<file path="src/rtl/packet_tx.sv">
// packet_tx: serialises a five-byte packet (header + four data bytes), MSB first,
// with a fixed idle gap after every byte. Starts carrying a byte with bit 7 set
// are refused with a one-cycle reject pulse.
//
// state | meaning
// ------+-------------------------------------------------------------
// IDLE  | waiting for start; refuses starts whose data has a bit 7 set
// SHIFT | one bit of the current byte on serial_data, data_ena high
// GAP   | data_ena low for GAP_CYCLES cycles after each byte
// DONE  | one-cycle completion pulse, then back to IDLE
module packet_tx #(
  parameter int unsigned GAP_CYCLES = 2
) (
  input  logic        clk_50,
  input  logic        reset_n,
  input  logic        start,
  input  logic        header_sel,
  input  logic [31:0] data_in,
  output logic        serial_data,
  output logic        data_ena,
  output logic        busy,
  output logic        done,
  output logic        reject
);

  typedef enum logic [1:0] {IDLE, SHIFT, GAP, DONE} state_t;

  localparam logic [3:0] GAP_LOAD  = 4'(GAP_CYCLES - 1);
  localparam logic [2:0] LAST_BYTE = 3'd4;

  state_t      state, state_nxt;
  logic [2:0]  bit_cnt;
  logic [2:0]  byte_idx;
  logic [3:0]  gap_cnt;
  logic        hdr_q;
  logic [31:0] data_q;
  logic        reject_q;
  logic        start_bad;
  logic        accept;
  logic [7:0]  cur_byte;

  // Any data byte with its top bit set makes the whole request illegal.
  assign start_bad = data_in[31] | data_in[23] | data_in[15] | data_in[7];
  assign accept    = (state == IDLE) && start && !start_bad;

  // Next-state decode.
  always_comb begin
    state_nxt = state;
    case (state)
      IDLE:    if (accept) state_nxt = SHIFT;
      SHIFT:   if (bit_cnt == 3'd0) state_nxt = GAP;
      GAP:     if (gap_cnt == 4'd0) state_nxt = (byte_idx == LAST_BYTE) ? DONE : SHIFT;
      DONE:    state_nxt = IDLE;
      default: state_nxt = IDLE;
    endcase
  end

  // State register, counters and the captured packet contents.
  always_ff @(posedge clk_50) begin
    if (!reset_n) begin
      state    <= IDLE;
      bit_cnt  <= 3'd0;
      byte_idx <= 3'd0;
      gap_cnt  <= 4'd0;
      hdr_q    <= 1'b0;
      data_q   <= 32'd0;
      reject_q <= 1'b0;
    end else begin
      state    <= state_nxt;
      reject_q <= (state == IDLE) && start && start_bad;
      case (state)
        IDLE: begin
          if (accept) begin
            hdr_q    <= header_sel;
            data_q   <= data_in;
            bit_cnt  <= 3'd7;
            byte_idx <= 3'd0;
          end
        end
        SHIFT: begin
          // bit_cnt parks at 0 through the gap instead of wrapping.
          if (bit_cnt == 3'd0) gap_cnt <= GAP_LOAD;
          else                 bit_cnt <= bit_cnt - 3'd1;
        end
        GAP: begin
          if (gap_cnt != 4'd0) begin
            gap_cnt <= gap_cnt - 4'd1;
          end else begin
            bit_cnt <= 3'd7;
            if (byte_idx != LAST_BYTE) byte_idx <= byte_idx + 3'd1;
          end
        end
        DONE: begin
          bit_cnt  <= 3'd0;
          byte_idx <= 3'd0;
        end
        default: ;
      endcase
    end
  end

  // Byte currently being shifted out: header first, then DATA_1..DATA_4.
  always_comb begin
    cur_byte = 8'h00;
    case (byte_idx)
      3'd0:    cur_byte = hdr_q ? 8'hC3 : 8'hA5;
      3'd1:    cur_byte = data_q[7:0];
      3'd2:    cur_byte = data_q[15:8];
      3'd3:    cur_byte = data_q[23:16];
      3'd4:    cur_byte = data_q[31:24];
      default: cur_byte = 8'h00;
    endcase
  end

  assign data_ena    = (state == SHIFT);
  assign serial_data = data_ena & cur_byte[bit_cnt];
  assign busy        = (state != IDLE);
  assign done        = (state == DONE);
  assign reject      = reject_q;

endmodule

</file>
<file path="config.mk">
export PLATFORM = sky130hd
export DESIGN_NAME = packet_tx
export DESIGN_NICKNAME = d
export VERILOG_FILES = /design/src/rtl/packet_tx.sv
export SDC_FILE = /design/constraint.sdc
export NUM_CORES = 1
export LEC_CHECK = 0
export ABC_AREA = 0
export CAP_MARGIN = 20
export CORE_MARGIN = 8
export CORE_UTILIZATION = 58
export CTS_BUF_LIST = sky130_fd_sc_hd__clkbuf_8
export DETAILED_ROUTE_END_ITERATION = 10
export PLACE_DENSITY = 0.87
export SLEW_MARGIN = 20
export SYNTH_ARGS = -nofsm -noshare
export SYNTH_HDL_FRONTEND = slang
export SYNTH_SLANG_ARGS = --single-unit
</file>
<file path="constraint.sdc">
create_clock -name clk_50 -period 7 [get_ports clk_50]
set_input_delay 1.4 -clock clk_50 [delete_from_list [all_inputs] [get_ports clk_50]]
set_output_delay 1.4 -clock clk_50 [all_outputs]
set_load 0.01 [all_outputs]
</file>
Yosys cells after proc, flatten, opt, wreduce, memory -nomap -nowiden
Cells that the tools add are included.
{ "word_totals": {"register_bits": 46, "in_bits": 36, "output_inout_bits": 5, "elab_cells": 67} }
{ "op_classes": {"n_addsub": 3, "order_cmp": 1, "n_eq_ne": 15, "muxes": 20, "n_bitwise": 4, "reduce_logical": 17} }
{ "ops": {"columns": ["operator", "n"], "rows": [
  ["$pmux W8 S5", 1],
  ["$mux W3", 6],
  ["$ne A2 B2 Y1 const B", 6],
  ["$pmux W3 S4", 1],
  ["$pmux W3 S3", 1],
  ["$reduce_and A3 Y1", 3],
  ["$mux W2", 4],
  ["$mux W4", 2],
  ["$pmux W2 S4", 1],
  ["$pmux W4 S2", 1],
  ["$mux W7", 1],
  ["$eq A3 B2 Y1 const B", 2],
  ["$logic_not A3 Y1", 2],
  ["$eq A2 B2 Y1 const B", 2],
  ["$logic_not A4 Y1", 1],
  ["$lt A3 B4 Y1 const B", 1],
  ["$reduce_and A4 Y1", 1],
  ["$reduce_bool A2 Y1", 2],
  ["$reduce_bool A4 Y1", 1],
  ["$sub A4 B1 Y4 const B", 1],
  ["$add A3 B1 Y3 const B", 1],
  ["$bmux W1 S3", 1],
  ["$eq A3 B1 Y1 const B", 1],
  ["$eq A3 B3 Y1 const B", 1],
  ["12 further kinds", 16]
]} }

Depth between registers and ports, before layout
Gate-level depths: netlist (run 1).
{ "logic_depth": {"word_depth": 7, "depth_mapped": 9, "depth_no_buf": 6} }

Worst setup path after synthesis (run 1)
Ideal clock, no wire load.
{ "synth_path": {"kind": "register -> output", "startpoint": "register byte_idx[2]", "endpoint": "output serial_data", "t_arrival_ns": 1.870, "required_time_ns": 5.600, "path_slack_ns": 3.730, "stages_incl_launch_ff": 9, "n_path_buf": 3, "path_cell_list": "dfxtp_1 > clkbuf_1 > clkbuf_1 > inv_1 > ha_1 > clkbuf_1 > a221o_1 > o211ai_1 > a32oi_1"} }
{ "synth_via": {"elab_chain_cells": 5, "elab_cells_between_ends": 9, "classes_between": "eq/ne: 4; mux: 3; bitwise: 1; reduce/logical: 1"} }
{ "synth_rtl": {"columns": ["element", "line_no", "text"], "rows": [
  ["from (decl)", "33", "logic [2:0] byte_idx;"],
  ["from (signal assigned)", "90", "if (byte_idx != LAST_BYTE) byte_idx <= byte_idx + 3'd1;"],
  ["$eq A3 B3 Y1, or another cell as far along", "105", "case (byte_idx)"],
  ["$pmux W8 S5 *", "105", null],
  ["$bmux W1 S3 *", "116", "assign serial_data = data_ena & cur_byte[bit_cnt];"],
  ["$mux W1 (implied by the code) *", "116", null],
  ["$and A1 B1 Y1 *", "116", null],
  ["to (decl)", "19", "output logic serial_data,"]
]} }
Mark *: on every way between the ends. The rest lies on a longest branch, timed or not. The select of a mux whose other input is x is not followed.

Worst setup path in the final report (run 1)
Same ends and word-level chain as after synthesis.

==> metrics.txt, run 1 <==
Wirelength per Cell 15.0 microns; Yosys warnings 0; H-tree depth 2; Post-synth ARST share 0; Total Power 764 uW; vias in the first global route 2,012; worst setup path start byte_idx[2]$_SDFFE_PN0P_; skew final 4.83 ps; Tmin final 3940 ps; Slew HR 0.375; # diodes 0; status completed; Fillers 340; post-synthesis simple-gate area fraction 0.209; Yosys cell types 51; unrepaired setup endpoints after global routing no; Critical Path Sink Type primary output; top cells by count, synth 67 x nand2_1, 46 x dfxtp_1, 42 x a21oi_1; WS Path Type flip-flop to primary output; Synth Cell Area 2310 sq um; CTS tree built; R2R Path Start bit_cnt[0]$_SDFFE_PN0P_; GRT Total Usage 0.176; final hold vios 0; synth top area cells dfxtp_1 40%, nand2_1 11%, a21oi_1 9.1%; # hold bufs at CTS 0; layout cell share with drive strength beyond 1 0.0603; r2r worst-path depth 5; peak supply drop 0.160 mV; startpoint types flip-flop; post-synth top area cell dfxtp_1; Die Footprint 6270 sq um; HP Class flip-flop to flip-flop; Comb power frac 0.381; row count 23; Synth Register Bits 46; port buffer count 40; I/O Pins 41; reg2reg end bit_cnt[1]$_SDFFE_PN0P_; Clock Power Share 0.209; count leader, synth nand2_1; CTS Buf Count 5; DP Wirelength 3970 microns; Synth Area in Adders 0.0757; initial DRC count 132; Root Driver clkbuf_8; Critical Path RT 5600 ps; Horiz. Die Dim 79.2 microns; XOR/XNOR Fraction of Synth Area 0; register area 921 sq um; Syn Area/Cell 8.07 sq um; core footprint 3910 sq um; Post-CTS Repair Setup Buffers 0; vias 2,120; syn_nets 337; via-per-instance ratio 5.81; Net Sw Frac 0.355; MaxCap Viol Count 0; Crit Path Max Fanout 17; initial cell density of the core 0.591; Psw 271 uW; Longest Clk Path Bufs 2; Final nets 364; final worst-path cycle share 0.562; PostCTS Resize Cnt 0; multi-input logic area 1260 sq um; Routability Congestion 0.907; Antenna Nets Post-Route 0; Synth Area in Compound Gates 0.249; final WL 5460 microns; CTS clk-pin slew, worst paths 90 ps; maximum clock rate 254 MHz; Final setup viols 0; Yosys top cell area share 0.398; PwrDens 274 nW/um^2; largest family of logic cells by synthesized area compound AO/OA/AOI/OAI gates; setup_tns 0 ps; pin count of the biggest net entering global routing 36; Worst-Skew Late Latency 300 ps; WP data arrival 2540 ps; EDFF count, synth 0; Syn Inst Count 287; Worst Setup EP serial_data; total congestion overflow 0; TritonCTS Sinks 46; prevailing post-synth register cell dfxtp_1; synth-to-layout area growth 20.6%; first-pass GRT wire length 9020 microns; sequential power share 0.409; post-synthesis sequential area ratio 0.398; first-pass iteration count of the detailed router 6; Tightest Pin Transition 937 ps; Static Leak 0.987 nW; initial antenna violation count 0; die height 79.2 microns; Pint 493 uW; Residual DRC 0; Slew Limit Fails 0; Register-to-Register Setup Slack 4740 ps; mux contribution to synthesized area 0.00919
[power groups by stage]
stage | logic [mW] | registers (mW) | clock network, mW
floorplan | 0.206 | 0.305 | 0
global placement | 0.280 | 0.316 | 0
detailed placement | 0.287 | 0.317 | 0
CTS | 0.289 | 0.312 | 0.159
global route | 0.322 | 0.316 | 0.170
finish | 0.291 | 0.313 | 0.160
[sequential cells by signal, summed over array words and instances (netlist names)]
name      flops
bit_cnt       3
byte_idx      3
data_q       32
gap_cnt       4
hdr_q         1
reject        1
state         2
[layer usage]
metal,track usage,share of wire,vias to the layer above
li1,-,-,1065
met1,0.213,0.44,979
met2,0.288,0.49,68
met3,0.0474,0.057,8
met4,0.0704,0.012,0
met5,0,0,-
[cell usage in the layout, fill, tap and decap left out, drive strengths merged, types with 2 or more instances in the layout]
| master | synthesis | final |
|---|---|---|
| or4 | 2 | 2 |
| nor2b | 2 | 2 |
| nand2b | 2 | 2 |
| and3 | 5 | 5 |
| nor4 | 2 | 2 |
| a31oi | 3 | 3 |
| nand2 | 67 | 67 |
| or3 | 2 | 2 |
| dfxtp | 46 | 46 |
| a21oi | 42 | 42 |
| o32ai | 4 | 4 |
| o221a | 2 | 2 |
| o31ai | 3 | 3 |
| or3b | 2 | 2 |
| a222oi | 2 | 2 |
| inv | 15 | 16 |
| clkbuf | 18 | 5 |
| nand3 | 9 | 9 |
| a221o | 3 | 3 |
| o21ai | 2 | 2 |
| clkinv | 1 | 3 |
| nor2 | 6 | 6 |
| o2111ai | 3 | 3 |
| and2 | 2 | 2 |
| o211ai | 4 | 4 |
| clkdlybuf4s50 | 0 | 40 |
| ha | 14 | 14 |
| a22oi | 4 | 4 |
[through the flow]
step	cells	utilization	instance area [sq um]	worst slack [ps]	hold slack (ps)
2_1_floorplan	287	-	2310	3730	436
3_3_place_gp	357	0.690	2700	3320	446
3_5_place_dp	357	0.690	2700	3250	452
4_1_cts	365	0.712	2790	3060	464
5_1_grt	365	0.713	2790	2830	483
6_report	365	0.713	2790	3060	460
[critical path: stages, from the launching register on]
cell and delay [ps]:
dfxtp_1 630, inv_1 120, ha_1 320, a21boi_0 200
o221ai_1 140, a41oi_1 240, a32oi_1 80, clkdlybuf4s50_1 500
[cell families after synthesis]
| family | count (synthesis) |
|---|---|
| AOI/OAI and AO/OA | 86 |
| adders and majority gates | 14 |
| buffers and inverters | 36 |
| DFF | 46 |
| muxes | 2 |
| and+or+nand+nor | 103 |
[layout make-up]
class	instances	share of cell area
multi-input cells	205	0.452
flip-flops and latches	46	0.330
repair buffers	40	0.143
clock buffers	5	0.0247
well taps	50	0.0224
inverters	16	0.0215
clock inverters	3	0.00628
[worst min path at each step]
stage                                 start                      end  slack (ps)  depth (start not counted)
floorplan           data_q[14]$_SDFFE_PN0P_  data_q[14]$_SDFFE_PN0P_         440                          2
global placement    data_q[17]$_SDFFE_PN0P_  data_q[17]$_SDFFE_PN0P_         450                          2
detailed placement  data_q[26]$_SDFFE_PN0P_  data_q[26]$_SDFFE_PN0P_         450                          2
CTS                 data_q[26]$_SDFFE_PN0P_  data_q[26]$_SDFFE_PN0P_         460                          2
global route         data_q[1]$_SDFFE_PN0P_   data_q[1]$_SDFFE_PN0P_         480                          2
finish              data_q[26]$_SDFFE_PN0P_  data_q[26]$_SDFFE_PN0P_         460                          2
(Power assumes the default switching activity.)
==> run 2, diff against run 1 <==
Settings changed: CORE_UTILIZATION 58 to 54, PLACE_DENSITY 0.87 to 0.82.
Clock period 7 ns to 4 ns, I/O delays scaled along.
==> metrics.txt, run 2 (synthesis results as in run 1) <==
status completed (unchanged); # hold bufs at CTS 0 (unchanged); Pint 865 uW (was 493 uW); min-delay src data_q[13]$_SDFFE_PN0P_ (was data_q[26]$_SDFFE_PN0P_); crit path cell chain inv_1 -> ha_1 -> and2_1 -> a221o_1 -> o2111ai_1 -> a32oi_1 -> clkdlybuf4s50_1 (was inv_1 -> ha_1 -> a21boi_0 -> o221ai_1 -> a41oi_1 -> a32oi_1 -> clkdlybuf4s50_1); Critical Path Sink Type primary output (unchanged); vias 2,126 (was 2,120); Post-CTS Repair Setup Buffers 0 (unchanged); r2r worst-path depth 5 (unchanged); CTS tree built (unchanged); Routability Congestion 0.950 (was 0.907); layout cell share with drive strength beyond 1 0.0662 (was 0.0603); Wirelength per Cell 14.9 microns (was 15.0 microns); slowest stage delay, CP 580 ps (was 630 ps); Worst-Skew Late Latency 300 ps (about the same); R2R Path Start bit_cnt[0]$_SDFFE_PN0P_ (unchanged); first-pass GRT wire length 9190 microns (was 9020 microns); most frequent cells in the layout 67 x nand2_1, 46 x dfxtp_1, 42 x a21oi_1, 40 x clkdlybuf4s50_1, 15 x inv_1 (was 67 x nand2_1, 46 x dfxtp_1, 42 x a21oi_1, 40 x clkdlybuf4s50_1, 16 x inv_1); Slew Limit Fails 0 (unchanged); Comb power frac 0.380 (was 0.381); MaxCap Viol Count 0 (unchanged); via-per-instance ratio 5.76 (was 5.81); # diodes 0 (unchanged); GRT Total Usage 0.173 (was 0.176); Crit Path Max Fanout 12 (was 17); HP Class flip-flop to flip-flop (unchanged); synth-to-layout area growth 21.3% (was 20.6%); reg2reg end bit_cnt[1]$_SDFFE_PN0P_ (unchanged); Fillers 357 (was 340); Horiz. Die Dim 81.5 microns (was 79.2 microns); DP Wirelength 4000 microns (was 3970 microns); Die Footprint 6640 sq um (was 6270 sq um); I/O Pins 41 (unchanged); WP data arrival 2650 ps (was 2540 ps); top routing layer used met4 (unchanged); Placement Cell Area 2720 sq um (was 2700 sq um); slowest CP cell clkdlybuf4s50_1 (was dfxtp_1); Tightest Pin Transition 929 ps (was 937 ps); startpoint types flip-flop (unchanged); first-pass iteration count of the detailed router 5 (was 6); Register-to-Register Setup Slack 1730 ps (was 4740 ps); Regs by FF count data_q: 32 flops, gap_cnt: 4 flops (unchanged); initial cell density of the core 0.547 (was 0.591); vias in the first global route 2,028 (was 2,012); skew final 7.68 ps (was 4.83 ps); Residual DRC 0 (unchanged); Root Driver clkbuf_8 (unchanged); initial antenna violation count 0 (unchanged); Final nets 366 (was 364); Net Sw Frac 0.356 (was 0.355); Antenna Nets Post-Route 0 (unchanged); total congestion overflow 0 (unchanged); final worst-path cycle share 0.862; PostCTS Resize Cnt 0 (unchanged); setup_tns 0 ps (unchanged); pin count of the biggest net entering global routing 34 (was 36); Clock Power Share 0.214 (was 0.209); unrepaired setup endpoints after global routing no (unchanged); met1 WL 2560 microns (was 2380 microns); register area 921 sq um (unchanged); row count 24 (was 23); Total Power 1.34 mW (was 764 uW); hold path cells 2 (unchanged); port buffer count 40 (unchanged); H-tree depth 2 (unchanged); die height 81.5 microns (was 79.2 microns); worst slack at placement 950 ps (was 3250 ps); Reg with most FFs data_q (unchanged); maximum clock rate 290 MHz; Static Leak 0.990 nW (was 0.987 nW); Tmin final 3450 ps; Longest Clk Path Bufs 2 (unchanged); DR WL met3 262 microns (was 311 microns); utilization after layout 0.663 (was 0.713); CTS Buf Count 5 (unchanged); final hold vios 0 (unchanged); Psw 477 uW (was 271 uW); Slew HR 0.381 (was 0.375); max reg flops 32 (unchanged); peak supply drop 0.289 mV (was 0.160 mV); post-route setup slack 552 ps (was 3060 ps); post-route cell area 2810 sq um (was 2790 sq um); sequential power share 0.407 (was 0.409); WHS Endpoint data_q[13]$_SDFFE_PN0P_ (was data_q[26]$_SDFFE_PN0P_); final WL 5510 microns (was 5460 microns); metal2 WL 2630 microns (was 2700 microns); CTS clk-pin slew, worst paths 90 ps (about the same); Final setup viols 0 (unchanged); multi-input logic area 1260 sq um (about the same); most common cell after layout, fill and taps aside nand2_1 (unchanged); WS Path Type flip-flop to primary output (unchanged); initial DRC count 175 (was 132); Critical Path RT 3200 ps (was 5600 ps); TritonCTS Sinks 46 (unchanged); core footprint 4230 sq um (was 3910 sq um); PwrDens 478 nW/um^2 (was 274 nW/um^2)
==> run 2: changes by cell type in the layout (fill, tap and decap cells not counted), sizes merged <==
cell / delta
buf: +2
inv: -1
clkinvlp: +1
==> run 2: routing by layer <==
metal	vias up	track usage
met1	978	0.217
met4	0	0.0607
met2	66	0.282
met5	-	0
li1	1074	-
met3	8	0.0438
==> run 2: worst max path at each step <==
stage	cells after the start	start	to
finish	7	byte_idx[0]$_SDFFE_PN0P_	serial_data
global placement	6	byte_idx[2]$_SDFFE_PN0P_	serial_data
floorplan	8	byte_idx[2]$_SDFFE_PN0P_	serial_data
CTS	7	byte_idx[0]$_SDFFE_PN0P_	serial_data
global route	7	byte_idx[2]$_SDFFE_PN0P_	serial_data
detailed placement	7	byte_idx[0]$_SDFFE_PN0P_	serial_data
==> run 2: per-stage QoR <==
stage | std cells | hold WS (ps)
3_5_place_dp | 361 | 450
4_1_cts | 369 | 465
3_3_place_gp | 361 | 445
6_report | 369 | 466
5_1_grt | 369 | 487
2_1_floorplan | 287 | 436
==> run 2: layout make-up <==
| type | count | area share |
|---|---|---|
| Sequential cell | 46 | 0.328 |
| Inverter | 16 | 0.0214 |
| Multi-Input combinational cell | 205 | 0.447 |
| Timing Repair Buffer | 42 | 0.148 |
| Clock inverter | 3 | 0.00758 |
| Tap cell | 52 | 0.0232 |
| Clock buffer | 5 | 0.0245 |
==> run 2: power by group through the flow <==
stage          combinational (mW)  clock, mW  sequential (mW)
2_1_floorplan               0.361          0            0.534
3_3_place_gp                0.494          0            0.553
3_5_place_dp                0.502          0            0.556
4_1_cts                     0.506      0.297            0.545
5_1_grt                     0.566      0.310            0.552
6_report                    0.510      0.287            0.546
==> run 2: worst max-delay path, delay by kind of cell, from the launching register on <==
kind / cells / cell delay [ps]
compound gates: 3 / 510
buf+inv: 2 / 710
simple gates: 1 / 330
fa+ha+maj: 1 / 440
flops: 1 / 340
